<file path="config.mk">
export PLATFORM = sky130hd
export DESIGN_NAME = trellis_encoder_flat
export DESIGN_NICKNAME = d
export VERILOG_FILES = /design/src/rtl/trellis_encoder_if.sv /design/src/rtl/trellis_encoder.sv /design/src/flat_wrapper.sv
export SDC_FILE = /design/constraint.sdc
export NUM_CORES = 1
export LEC_CHECK = 0
export ABC_AREA = 0
export CAP_MARGIN = 30
export CORE_UTILIZATION = 40
export DETAILED_ROUTE_END_ITERATION = 10
export GPL_ROUTABILITY_DRIVEN = 0
export PLACE_DENSITY = 0.77
export SLEW_MARGIN = 20
export SYNTH_ARGS = -nofsm -noshare
export SYNTH_HDL_FRONTEND = slang
export SYNTH_SLANG_ARGS = --single-unit
</file>
<file path="constraint.sdc">
create_clock -name clk -period 2.71 [get_ports clk]
set_input_delay 0.542 -clock clk [delete_from_list [all_inputs] [get_ports clk]]
set_output_delay 0.542 -clock clk [all_outputs]
set_load 0.005 [all_outputs]
</file>
<file path="src/rtl/trellis_encoder_if.sv">
// rtl/trellis_encoder_if.sv - trellis description and encoder stream handshake interfaces
interface trellis_if #(
  parameter int STATES         = 4,
  parameter int INPUT_SYMBOLS  = 2,
  parameter int OUTPUT_SYMBOLS = 4
);
  localparam int STATE_BITS  = (STATES > 1) ? $clog2(STATES) : 1;
  localparam int OUTPUT_BITS = (OUTPUT_SYMBOLS > 1) ? $clog2(OUTPUT_SYMBOLS) : 1;

  logic [STATE_BITS-1:0]  next_state [STATES][INPUT_SYMBOLS];
  logic [OUTPUT_BITS-1:0] outputs    [STATES][INPUT_SYMBOLS];

  modport provider (output next_state, output outputs);
  modport consumer (input next_state, input outputs);
endinterface

interface trellis_encoder_if #(
  parameter int INPUT_BITS  = 1,
  parameter int OUTPUT_BITS = 2
);
  logic                   in_valid;
  logic [INPUT_BITS-1:0]  in_data;
  logic                   in_ready;
  logic                   out_valid;
  logic [OUTPUT_BITS-1:0] out_symbol;
  logic                   out_first;
  logic                   out_last;
  logic                   out_tail;
  logic                   out_ready;
  logic                   term_error;

  modport master (
    input  in_valid, in_data, out_ready,
    output in_ready, out_valid, out_symbol, out_first, out_last, out_tail, term_error
  );
  modport slave (
    output in_valid, in_data, out_ready,
    input  in_ready, out_valid, out_symbol, out_first, out_last, out_tail, term_error
  );
endinterface

</file>
<file path="src/rtl/trellis_encoder.sv">
// rtl/trellis_encoder.sv - frame-based trellis encoder with tail steps that return to state 0
// Optional BPSK float output enabled by defining TRELLIS_ENCODER_BPSK_EN.
module trellis_encoder #(
  parameter int    SYMBOLS        = 10,
  parameter int    STATES         = 4,
  parameter int    OUTPUT_SYMBOLS = 4,
  parameter int    INPUT_SYMBOLS  = 2,
  parameter int    TAIL_SYMBOLS   = (STATES > 1) ? $clog2(STATES) : 1,
  parameter int    BITS           = 16,
  parameter string PRECISION      = "HALF",
  localparam int   OUTPUT_BITS    = (OUTPUT_SYMBOLS > 1) ? $clog2(OUTPUT_SYMBOLS) : 1
) (
  input  logic              clk,
  input  logic              reset,
  trellis_if.consumer       trellis,
  trellis_encoder_if.master bus
`ifdef TRELLIS_ENCODER_BPSK_EN
  ,
  output logic [0:OUTPUT_BITS-1][BITS-1:0] out_bpsk
`endif
);
  localparam int INPUT_BITS   = (INPUT_SYMBOLS > 1) ? $clog2(INPUT_SYMBOLS) : 1;
  localparam int STATE_BITS   = (STATES > 1) ? $clog2(STATES) : 1;
  localparam int DATA_SYMBOLS = SYMBOLS - TAIL_SYMBOLS;
  localparam int CNT_BITS     = $clog2(SYMBOLS + 1);
  localparam logic [CNT_BITS-1:0] DATA_CNT = CNT_BITS'(DATA_SYMBOLS);
  localparam logic [CNT_BITS-1:0] LAST_CNT = CNT_BITS'(SYMBOLS);

  typedef enum logic [1:0] {S_IDLE, S_DATA, S_TAIL} fsm_t;

  fsm_t                   fsm_q, fsm_d;
  logic                   load_ok, accept, tail_step, step, frame_end;
  logic [INPUT_BITS-1:0]  tail_p, step_p;
  logic [STATE_BITS-1:0]  state_q, step_next, best_ns;
  logic [OUTPUT_BITS-1:0] step_symbol;
  logic [CNT_BITS-1:0]    count_q, count_inc;

  assign load_ok   = !bus.out_valid | bus.out_ready;
  assign count_inc = count_q + 1'b1;

  // Tail input steers toward the numerically smallest successor; ties keep the lowest p.
  always_comb begin
    tail_p  = '0;
    best_ns = trellis.next_state[state_q][0];
    for (int p = 1; p < INPUT_SYMBOLS; p++) begin
      if (trellis.next_state[state_q][p] < best_ns) begin
        best_ns = trellis.next_state[state_q][p];
        tail_p  = p[INPUT_BITS-1:0];
      end
    end
  end

  always_ff @(posedge clk or posedge reset) begin
    if (reset) fsm_q <= S_IDLE;
    else       fsm_q <= fsm_d;
  end

  always_comb begin
    fsm_d        = fsm_q;
    bus.in_ready = 1'b0;
    tail_step    = 1'b0;
    case (fsm_q)
      S_IDLE: begin
        bus.in_ready = load_ok;
        if (bus.in_valid && load_ok) fsm_d = (DATA_SYMBOLS == 1) ? S_TAIL : S_DATA;
      end
      S_DATA: begin
        bus.in_ready = load_ok;
        if (bus.in_valid && load_ok && count_inc == DATA_CNT) fsm_d = S_TAIL;
      end
      S_TAIL: begin
        tail_step = load_ok;
        if (load_ok && count_inc == LAST_CNT) fsm_d = S_IDLE;
      end
      default: fsm_d = S_IDLE;
    endcase
  end

  assign accept      = bus.in_valid & bus.in_ready;
  assign step        = accept | tail_step;
  assign step_p      = tail_step ? tail_p : bus.in_data;
  assign step_next   = trellis.next_state[state_q][step_p];
  assign step_symbol = trellis.outputs[state_q][step_p];
  assign frame_end   = tail_step && (count_inc == LAST_CNT);

  always_ff @(posedge clk or posedge reset) begin
    if (reset) begin
      state_q        <= '0;
      count_q        <= '0;
      bus.out_valid  <= 1'b0;
      bus.out_symbol <= '0;
      bus.out_first  <= 1'b0;
      bus.out_last   <= 1'b0;
      bus.out_tail   <= 1'b0;
      bus.term_error <= 1'b0;
    end else if (step) begin
      bus.out_valid  <= 1'b1;
      bus.out_symbol <= step_symbol;
      bus.out_first  <= (fsm_q == S_IDLE);
      bus.out_tail   <= tail_step;
      bus.out_last   <= frame_end;
      count_q        <= (fsm_q == S_IDLE) ? CNT_BITS'(1) : count_inc;
      state_q        <= frame_end ? '0 : step_next;
      if (frame_end && step_next != '0) bus.term_error <= 1'b1;
    end else if (bus.out_ready) begin
      bus.out_valid <= 1'b0;
    end
  end

`ifdef TRELLIS_ENCODER_BPSK_EN
  localparam logic [63:0] POS_W = (PRECISION == "DOUBLE") ? 64'h3FF0_0000_0000_0000 :
                                  (PRECISION == "SINGLE") ? 64'h0000_0000_3F80_0000 :
                                                            64'h0000_0000_0000_3C00;
  localparam logic [63:0] NEG_W = (PRECISION == "DOUBLE") ? 64'hBFF0_0000_0000_0000 :
                                  (PRECISION == "SINGLE") ? 64'h0000_0000_BF80_0000 :
                                                            64'h0000_0000_0000_BC00;
  localparam logic [BITS-1:0] BPSK_POS = POS_W[BITS-1:0];
  localparam logic [BITS-1:0] BPSK_NEG = NEG_W[BITS-1:0];

  // Index 0 carries the symbol MSB so lanes line up with the decoder bit order.
  always_ff @(posedge clk or posedge reset) begin
    if (reset) begin
      out_bpsk <= '0;
    end else if (step) begin
      for (int i = 0; i < OUTPUT_BITS; i++)
        out_bpsk[i] <= step_symbol[OUTPUT_BITS-1-i] ? BPSK_POS : BPSK_NEG;
    end
  end
`endif
endmodule

</file>
<file path="src/flat_wrapper.sv">
// flat-port wrapper written by rule: the top's interface ports become plain ports
module trellis_encoder_flat 
#(
  parameter int    SYMBOLS        = 10,
  parameter int    STATES         = 4,
  parameter int    OUTPUT_SYMBOLS = 4,
  parameter int    INPUT_SYMBOLS  = 2,
  parameter int    TAIL_SYMBOLS   = (STATES > 1) ? $clog2(STATES) : 1,
  parameter int    BITS           = 16,
  parameter string PRECISION      = "    ",
  localparam int   OUTPUT_BITS    = (OUTPUT_SYMBOLS > 1) ? $clog2(OUTPUT_SYMBOLS) : 1
)
  (clk, reset, trellis_next_state, trellis_outputs, bus_in_valid, bus_in_data, bus_out_ready, bus_in_ready, bus_out_valid, bus_out_symbol, bus_out_first, bus_out_last, bus_out_tail, bus_term_error);
  trellis_if #(.STATES(STATES), .INPUT_SYMBOLS(INPUT_SYMBOLS), .OUTPUT_SYMBOLS(OUTPUT_SYMBOLS)) trellis_i ();
  trellis_encoder_if #(.INPUT_BITS(1), .OUTPUT_BITS(2)) bus_i ();
  input  logic clk;
  input  logic reset;
  input wire logic [$bits(trellis_i.next_state)-1:0] trellis_next_state;
  input wire logic [$bits(trellis_i.outputs)-1:0] trellis_outputs;
  input wire logic [$bits(bus_i.in_valid)-1:0] bus_in_valid;
  input wire logic [$bits(bus_i.in_data)-1:0] bus_in_data;
  input wire logic [$bits(bus_i.out_ready)-1:0] bus_out_ready;
  output wire logic [$bits(bus_i.in_ready)-1:0] bus_in_ready;
  output wire logic [$bits(bus_i.out_valid)-1:0] bus_out_valid;
  output wire logic [$bits(bus_i.out_symbol)-1:0] bus_out_symbol;
  output wire logic [$bits(bus_i.out_first)-1:0] bus_out_first;
  output wire logic [$bits(bus_i.out_last)-1:0] bus_out_last;
  output wire logic [$bits(bus_i.out_tail)-1:0] bus_out_tail;
  output wire logic [$bits(bus_i.term_error)-1:0] bus_term_error;
  assign trellis_i.next_state = {>>{trellis_next_state}};
  assign trellis_i.outputs = {>>{trellis_outputs}};
  assign bus_i.in_valid = bus_in_valid;
  assign bus_i.in_data = bus_in_data;
  assign bus_i.out_ready = bus_out_ready;
  assign bus_in_ready = bus_i.in_ready;
  assign bus_out_valid = bus_i.out_valid;
  assign bus_out_symbol = bus_i.out_symbol;
  assign bus_out_first = bus_i.out_first;
  assign bus_out_last = bus_i.out_last;
  assign bus_out_tail = bus_i.out_tail;
  assign bus_term_error = bus_i.term_error;
  trellis_encoder #(.SYMBOLS(SYMBOLS), .STATES(STATES), .OUTPUT_SYMBOLS(OUTPUT_SYMBOLS), .INPUT_SYMBOLS(INPUT_SYMBOLS), .TAIL_SYMBOLS(TAIL_SYMBOLS), .BITS(BITS), .PRECISION(PRECISION)) u_core (.clk(clk), .reset(reset), .trellis(trellis_i), .bus(bus_i));
endmodule
</file>
Word level (Yosys, flattened, before mapping)
Cells that the tools add are included.
- register bits: 15
- input bits: 37
- output and inout bits: 8
- logic and storage cells: 61
- add/sub/neg operators: 1
- magnitude comparators: 3
- equal/unequal tests: 7
- multiplexer cells: 24
- bitwise logic cells: 5
- reduce and logical (&&, ||, !) cells: 12
- operators with widths (operator ; number):
    two-way mux 2 bit ; 10
    two-way mux 4 bit ; 5
    binary-select mux 4 bit (select 2 bit) ; 2
    == test 4 bit (second input constant) ; 2
    two-way mux 1 bit ; 6
    inequality test 2 x 1 -> 1 bit (second input constant) ; 3
    one-hot mux 2 bit (3 select lines) ; 1
    logical AND 1 bit ; 5
    adder 4 x 1 -> 4 bit (second input constant) ; 1
    nonzero test 2 bit ; 2
    >= comparator 3 bit (second input constant) ; 1
    NOT 2 -> 3 bit ; 1
    AND reduction 3 bit ; 1
    == test 2 x 1 -> 1 bit (second input constant) ; 1
    == test 2 bit (second input constant) ; 1
    >= comparator 2 bit (second input constant) ; 1
    logical NOT 2 bit ; 1
    < comparator 2 bit ; 1
    NOT 1 -> 2 bit ; 1
    bitwise OR 1 bit ; 2
    AND reduction 2 bit ; 1
    OR reduction 2 bit ; 1
    bitwise AND 1 bit ; 1
    logical NOT 1 bit ; 1

Depth between registers and ports, before layout
- word-level depth: 14
- mapped depth: 9
- depth with buffers taken out: 8

Worst setup path before layout
No wires, ideal clock.
- path type: input port to flip-flop
- from: input port trellis_next_state[9]
- to: register u_core.bus.out_symbol[0]
- library setup time: 0.135 ns
- arrival time: 2.127 ns
- required time: 2.575 ns
- setup slack: 0.448 ns
- stages on the path: 6
- buffers on the path: 0
- path through: mux4_1 ha_1 and3_1 a211oi_4 mux2i_1 a21oi_1
- word-level cells in the longest chain between the ends: 10
- ends and longest elaborated chain (what ; line ; text):
    start: declaration ; flat_wrapper.sv:18 ; input wire logic [$bits(trellis_i.next_state)-1:0] trellis_next_state;
    binary-select mux 4 bit (select 2 bit) ; -- ;
    two-way mux 4 bit (2 in series) ; -- ;
    < comparator 2 bit ; trellis_encoder.sv:46 ; if (trellis.next_state[state_q][p] < best_ns) begin
    two-way mux 1 bit ; trellis_encoder.sv:46 ;
    two-way mux 1 bit ; trellis_encoder.sv:81 ; assign step_p = tail_step ? tail_p : bus.in_data;
    NOT 1 -> 2 bit (implied by the code) ; trellis_encoder.sv:83 ; assign step_symbol = trellis.outputs[state_q][step_p];
    two-way mux 2 bit (implied by the code) (3 in series) ; trellis_encoder.sv:83 ;
    end signal: assignment ; trellis_encoder.sv:98 ; bus.out_symbol <= step_symbol;
    end: declaration ; trellis_encoder_if.sv:34 ; output in_ready, out_valid, out_symbol, out_first, out_last, out_tail, term_error
Every way passes these cells. The select of a mux whose other input is x is not followed.
A chain may end at the register's enable or synchronous reset.

Worst setup path in the final report
Same ends and word-level chain as after synthesis.

==> impl_metrics.csv <==
group,metric,value,unit
placed_design,dp_cells,186,
placed_design,port_buffers,44,
route,wl_per_cell,15.0,um
sta,drv_slew,0,
critical_path,rr_worst_depth,6,
run_status,status,"complete, no violations",
global_route,grt_max_degree,16,
synthesis,syn_area_per_cell,10.6,um^2
route,routed_via_density,5.58,
global_route,antenna_found_initial,0,
synthesis,yosysWarnings,0,
sta,tightestPinTransition,612,ps
die,fp.dieArea,0.00311,mm^2
critical_path,timing.rr.start,"u_core.state_q[0]",
power,p_comb_frac,0.565,
critical_path,cp-start-kind,"input port",
clock_tree,hold_buffers,0,
power,clock_power_share,0.106,
global_route,grt_pass1_vias,1132,
critical_path,crit_family,"multiplexers",
synthesis,synth_cell_types,37,
synthesis,synth-seq-cells,15,
die,coreArea,0.00276,mm^2
layout,areaGrowthSynthToFinish,43.2,%
power,p_sw,454,uW
route,routed-via-count,1060,
critical_path,end_kind,"register",
clock_tree,clk_latency,280,ps
sta,hold_slack,480,ps
run,cap_violations,0,
die,initial_utilization,0.420,
global_route,grt_pass1_wl,4880,um
layout,multiInputGateArea,717,um^2
power,internal_power,744,uW
clock_tree,numCtsBuffers,3,
critical_path,cp.arrival,2760,ps
clock_tree,cts_sinks,15,
layout,num_antenna_cells,0,
clock_tree,cts_tree,"yes",
synthesis,syn_area,0.00116,mm^2
power,peakVddDrop,0.000499,V
sta,fmax,0.383,GHz
layout,final_cell_mix,"44 x clkdlybuf4s50_1, 15 x dfrtp_1, 12 x nor2_1",
die,rows,19,
placed_design,hpwl,2290,um
global_route,track_usage,0.201,
hold_path,hold_class,"reg -> reg",
clock_tree,ctsResizeCount,0,
route,wirelength,2840,um
power,power_leakage,0.000722,uW
layout,fillers,235,
route,dr.pass1.iters,4,
route,ant_nets,0,
critical_path,crit_buf_inv,1,
synthesis,syn_nets,150,
power,powerDensity,722,mW/mm^2
route,drc,0,
die,die_x,55.8,um
power,p_total,1200,uW
route,drt_iter0_markers,38,
synthesis,ys_seq_area_frac,0.324,
sta,min_period,2610,ps
critical_path,rr_endpoint,"u_core.bus.out_symbol[0]",
critical_path,crit_fanout,4,
layout,drive_above_1_share,0.119,
critical_path,ff2ff_setup_slack,280,ps
layout,nets,201,
critical_path,worstPathRequired,2860,ps
critical_path,critPathMaxStageDelay,560,ps
clock_tree,post-cts-setup-buffer-count,0,
sta,timing.final.crit_share,0.964,
critical_path,worstSetupPathType,"in -> reg",
layout,layout.cells.non_filler,190,
sta,rsz0062_at_grt,"false",
layout,mostFrequentLayoutCell,"clkdlybuf4s50_1",
synthesis,synth_top_area_share,0.324,
synthesis,synthTopCellsByArea,"dfrtp_1 32%, mux4_1 14%, ha_1 4.3%, mux2i_1 4.3%, a21oi_1 3.9%",
die,die_h,55.8,um
critical_path,path_cells,"clkdlybuf4s50_1, mux4_1, ha_1, and3_1, a211oi_4, mux2i_1, a21oi_1",
sta,final_hold_viol_count,0,
layout,regArea,375,um^2
power,p_sw_frac,0.379,
clock_tree,htree_levels,1,
die,ios,45,
critical_path,crit_slowest_cell,"mux4_1",
hold_path,min-delay-start,"u_core.bus.out_tail",
sta,setup_viol,0,
global_route,grt-ovfl-total,0,
synthesis,synth_cells,109,
clock_tree,root_buffer,"clkbuf_4",
synthesis,synth_area_leader_cell,"dfrtp_1",
hold_path,worstHoldEndpoint,"u_core.bus.out_tail",
sta,relSlewSlack,0.592,
power,pwr-share-seq,0.329,
sta,skew,6.70,ps
clock_tree,clk_pin_slew_worst_paths,90,ps
hold_path,hold_depth,2,
clock_tree,clk_path_buf_depth,2,
## cell usage after synthesis
cell and n:
a21oi_1 9, and4_4 1, mux4_2 2, o22ai_1 2, a211oi_4 1, nor2_1 12
o22a_1 1, or2_2 1, mux2i_1 5, a22o_1 2, nand3b_1 1, nand2b_4 1
nand2_1 10, a31oi_1 1, clkbuf_8 2, nor4_1 2, ha_1 4, and3_1 3
o21bai_1 1, nor3b_1 1, o21ai_2 1, dfrtp_1 15, a31o_2 1, buf_6 2
a211oi_1 1, inv_1 4, o2111ai_1 1, a21bo_2 1, or3_1 1, nand2b_1 1
or4_1 1, nand3_1 2, mux4_1 6, o21ai_0 4, a311oi_1 1, or2b_2 1
nor2b_1 4
## power groups by stage
stage                     Clock, uW  Combinational (uW)  Sequential, uW
after detailed placement          0                 673             397
after global routing            144                 750             409
after CTS                       132                 677             394
final                           127                 676             394
after global placement            0                 637             393
after floorplan                   0                 481             357
## logic make-up (layout without fill, tap and decap cells)
| family | after synthesis | in the layout | synth area share |
|---|---|---|---|
| compound gates | 27 | 27 | 0.164 |
| simple gates | 42 | 42 | 0.194 |
| mux | 13 | 13 | 0.218 |
| fa+ha+maj | 4 | 4 | 0.0432 |
| flops | 15 | 15 | 0.324 |
| buf+inv | 8 | 58 | 0.0562 |
## worst min-delay path, cell delays in order (launching register included)
cell	delay, ps
dfrtp_1	350
nand2_1	50
nand2_1	50
## sequential cells by signal, indices dropped and copies added (netlist names)
name and cells:
u_core.fsm_q 2, u_core.bus.out_last 1, u_core.bus.out_valid 1, u_core.bus.out_symbol 2
u_core.count_q 4, u_core.state_q 2, u_core.bus.out_tail 1, u_core.bus.term_error 1
u_core.bus.out_first 1
## final cells by class
| class | instances | share of cell area |
|---|---|---|
| clock buffer | 4 | 0.0158 |
| inverter | 4 | 0.00906 |
| multi-input combinational | 86 | 0.432 |
| sequential | 15 | 0.226 |
| tap | 31 | 0.0234 |
| timing repair buffer | 50 | 0.293 |
## per-layer routing
| metal | vias up | part of all wire | wire, um | track usage |
|---|---|---|---|---|
| li1 | 519 | - | - | - |
| met1 | 493 | 0.39 | 1100 | 0.230 |
| met2 | 44 | 0.53 | 1500 | 0.367 |
| met3 | 4 | 0.077 | 218 | 0.0558 |
| met4 | 0 | 0.0081 | 23 | 0.0536 |
| met5 | - | 0 | 0 | 0 |
## stage by stage
step	util	instance area [um^2]	setup TNS [ps]	worst slack (ps)
final	0.601	1660	0	98.5
after global routing	0.601	1660	0	24.4
after CTS	0.601	1660	0	111
after detailed placement	0.592	1630	-493	-187
after global placement	0.592	1630	-129	-66.3
after floorplan	-	1160	0	448
## worst max-delay path by stage
stage                      startpoint                        to  cells after the start
2_1_floorplan   trellis_next_state[9]  u_core.bus.out_symbol[0]                      6
3_3_place_gp    trellis_next_state[9]  u_core.bus.out_symbol[0]                      7
3_5_place_dp    trellis_next_state[9]  u_core.bus.out_symbol[0]                      7
4_1_cts         trellis_next_state[9]  u_core.bus.out_symbol[0]                      7
5_1_grt        trellis_next_state[13]  u_core.bus.out_symbol[0]                      7
6_report        trellis_next_state[9]  u_core.bus.out_symbol[0]                      7
No activity file was read; power rests on OpenSTA's default activity.
==> patch: new RTL, config.mk and constraints unchanged <==
Encoding of `fsm_t`: now one-hot (3 bits for 3 states).
--- a/src/rtl/trellis_encoder.sv
+++ b/src/rtl/trellis_encoder.sv
@@ -26,7 +26,7 @@
   localparam logic [CNT_BITS-1:0] DATA_CNT = CNT_BITS'(DATA_SYMBOLS);
   localparam logic [CNT_BITS-1:0] LAST_CNT = CNT_BITS'(SYMBOLS);
 
-  typedef enum logic [1:0] {S_IDLE, S_DATA, S_TAIL} fsm_t;
+  typedef enum logic [2:0] {S_IDLE = 3'b001, S_DATA = 3'b010, S_TAIL = 3'b100} fsm_t;
 
   fsm_t                   fsm_q, fsm_d;
   logic                   load_ok, accept, tail_step, step, frame_end;
Behaviour: same outputs for any inputs over 10 cycles, from zero or initial values and one cycle with reset high; not proved beyond that.
==> patch against the original RTL <==
- sequential cell count up 1
- design area up 7.7%
- worst setup slack better by 99 ps
- routed wire length up 5.4%
- sequential share of layout area down 0.15 points
- first-iteration DRC count down 18%
- power up 18%
- synthesized area up 9.7%
==> patch: results (changes against the original RTL) <==
Synthesis
  – Largest cells by area after synthesis: dfrtp_1 30%, mux4_1 12%, ha_1 3.9%, nand2_1 3.8%, mux4_2 3.5%
  – Syn. warnings: 0 (unchanged)
  – Synth cell count leaders: 15 x dfrtp_1, 13 x nand2_1, 8 x a21oi_1
  – Yosys cell types: 47 (+27%)
  – Share of flip-flops with an asynchronous set or reset: 100% (unchanged)
  – Post-Synthesis Net Count: 162 (+8.0%)
  – Seq/Total Area, Yosys: 31.6% (-0.81 points)
  – Synth Instances: 121 (+11%)

Route
  – Wirelength per Cell: 14.2 µm (-5.1%)
  – Starting DRT DRC Count: 31 (-18%)
  – Via count: 1189 (+12%)
  – Vias per inst: 5.64 (+1.0%)
  – 1st-pass router iterations: 4 (unchanged)

Cells and area
  – Filler instances: 253 (+7.7%)
  – NumNets Final: 209 (+4.0%)
  – # diodes: 0 (unchanged)
  – Ratio of cells with drive above 1 in the final layout: 12.6% (+0.63 points)
  – Area Overhead vs Synth: 40.6%
  – Largest register FFs: 4 (unchanged)
  – Top flop regs: u_core.count_q (4), u_core.fsm_q (3)

Worst setup path
  – Critical Path Fanout Max: 5 (+1)
  – Arr. time, crit path: 1970 ps (-790 ps)

Pwr
  – Static Leakage: 0.727 nW (+0.82%)
  – VDD IR max: 342 µV (-31%)

Placement
  – DP HPWL: 2360 µm (+3.0%)
  – Placed cell areas: 1750 µm² (+7.2%)
  – IO buf count: 44 (unchanged)
  – Post-place setup slack: -67.6 ps (+119 ps)

CTS
  – Clock Tree Buf Depth: 2 (unchanged)
  – TritonCTS buffer count: 3 (unchanged)
  – H-tree depth: 1 (unchanged)
  – Sink Count: 16 (+1)
  – Post-CTS setup buffers: 0 (unchanged)
  – Clock Latency Late Sink: 300 ps (+20 ps)
  – # resized after CTS: 0 (unchanged)
  – Clock root buffer: clkbuf_4
  – Worst-path clk slew: 100 ps

STA
  – Pins over their slew limit: 0 (unchanged)
  – Max transition margin: 53.2% (-6.0 points)
  – Post-Route Skew: 7.00 ps (+0.300 ps)

Status
  – Outcome: finished clean

Global route
  – First-pass GRT wire length: 5030 µm (+3.1%)
  – Vias in the first global route: 1144 (+1.1%)
  – GRT Total Usage: 19.0% (-1.1 points)
  – Largest net degree at the start of global routing: 17 (+1)
  – Initial antenna violation count: 0 (unchanged)

Worst hold path
  – Worst hold-check path type: flop to flop
patch: report_power, final:
part           internal (mW)  switching, mW
sequential             0.319          0.113
clock                 0.0820         0.0821
combinational          0.453          0.362
total                  0.854          0.557
patch: layout make-up:
type,instances,area share [%]
Inverter,4,0.841
Clock buffer,4,2.03
Multi-Input combinational cell,95,45.2
Tap cell,44,3.08
Sequential cell,16,22.5
Timing Repair Buffer,48,26.3
patch: cells by family after synthesis:
| family | after synthesis | synth area share, % |
|---|---|---|
| buffers and inverters | 10 | 4.83 |
| adders and majority gates | 4 | 3.94 |
| AOI/OAI and AO/OA | 35 | 19.9 |
| xor gates and xnor gates | 1 | 0.690 |
| DFF | 16 | 31.6 |
| and+or+nand+nor | 43 | 19.8 |
| muxes | 12 | 19.2 |
patch: routing by layer:
layer	vias up	global-route usage (%)	part of all wire, %
li1	555	-	-
met5	-	0	0
met1	581	22.7	44
met3	5	5.49	5.5
met4	0	4.76	0.90
met2	48	33.7	50
patch: worst paths after layout:
kind / startpoint / endpoint / slack (ps) / cells past startpoint
min in group asynchronous: reset / u_core.fsm_q[2] / 610 / 2
worst max register to register: u_core.state_q[0] / u_core.bus.term_error / 430 / 6
worst min register to register: u_core.bus.out_last / u_core.bus.out_last / 500 / 2
worst min-delay path: u_core.bus.out_last / u_core.bus.out_last / 500 / 2
max in group asynchronous: reset / u_core.bus.out_symbol[0] / 1690 / 2
worst max-delay path: bus_out_ready / bus_in_ready / 200 / 4
patch: worst max-delay path, stage by stage:
cell and delay [ps]:
clkdlybuf4s50_1 460, and2b_1 250, nor3_1 190, clkdlybuf4s50_1 520
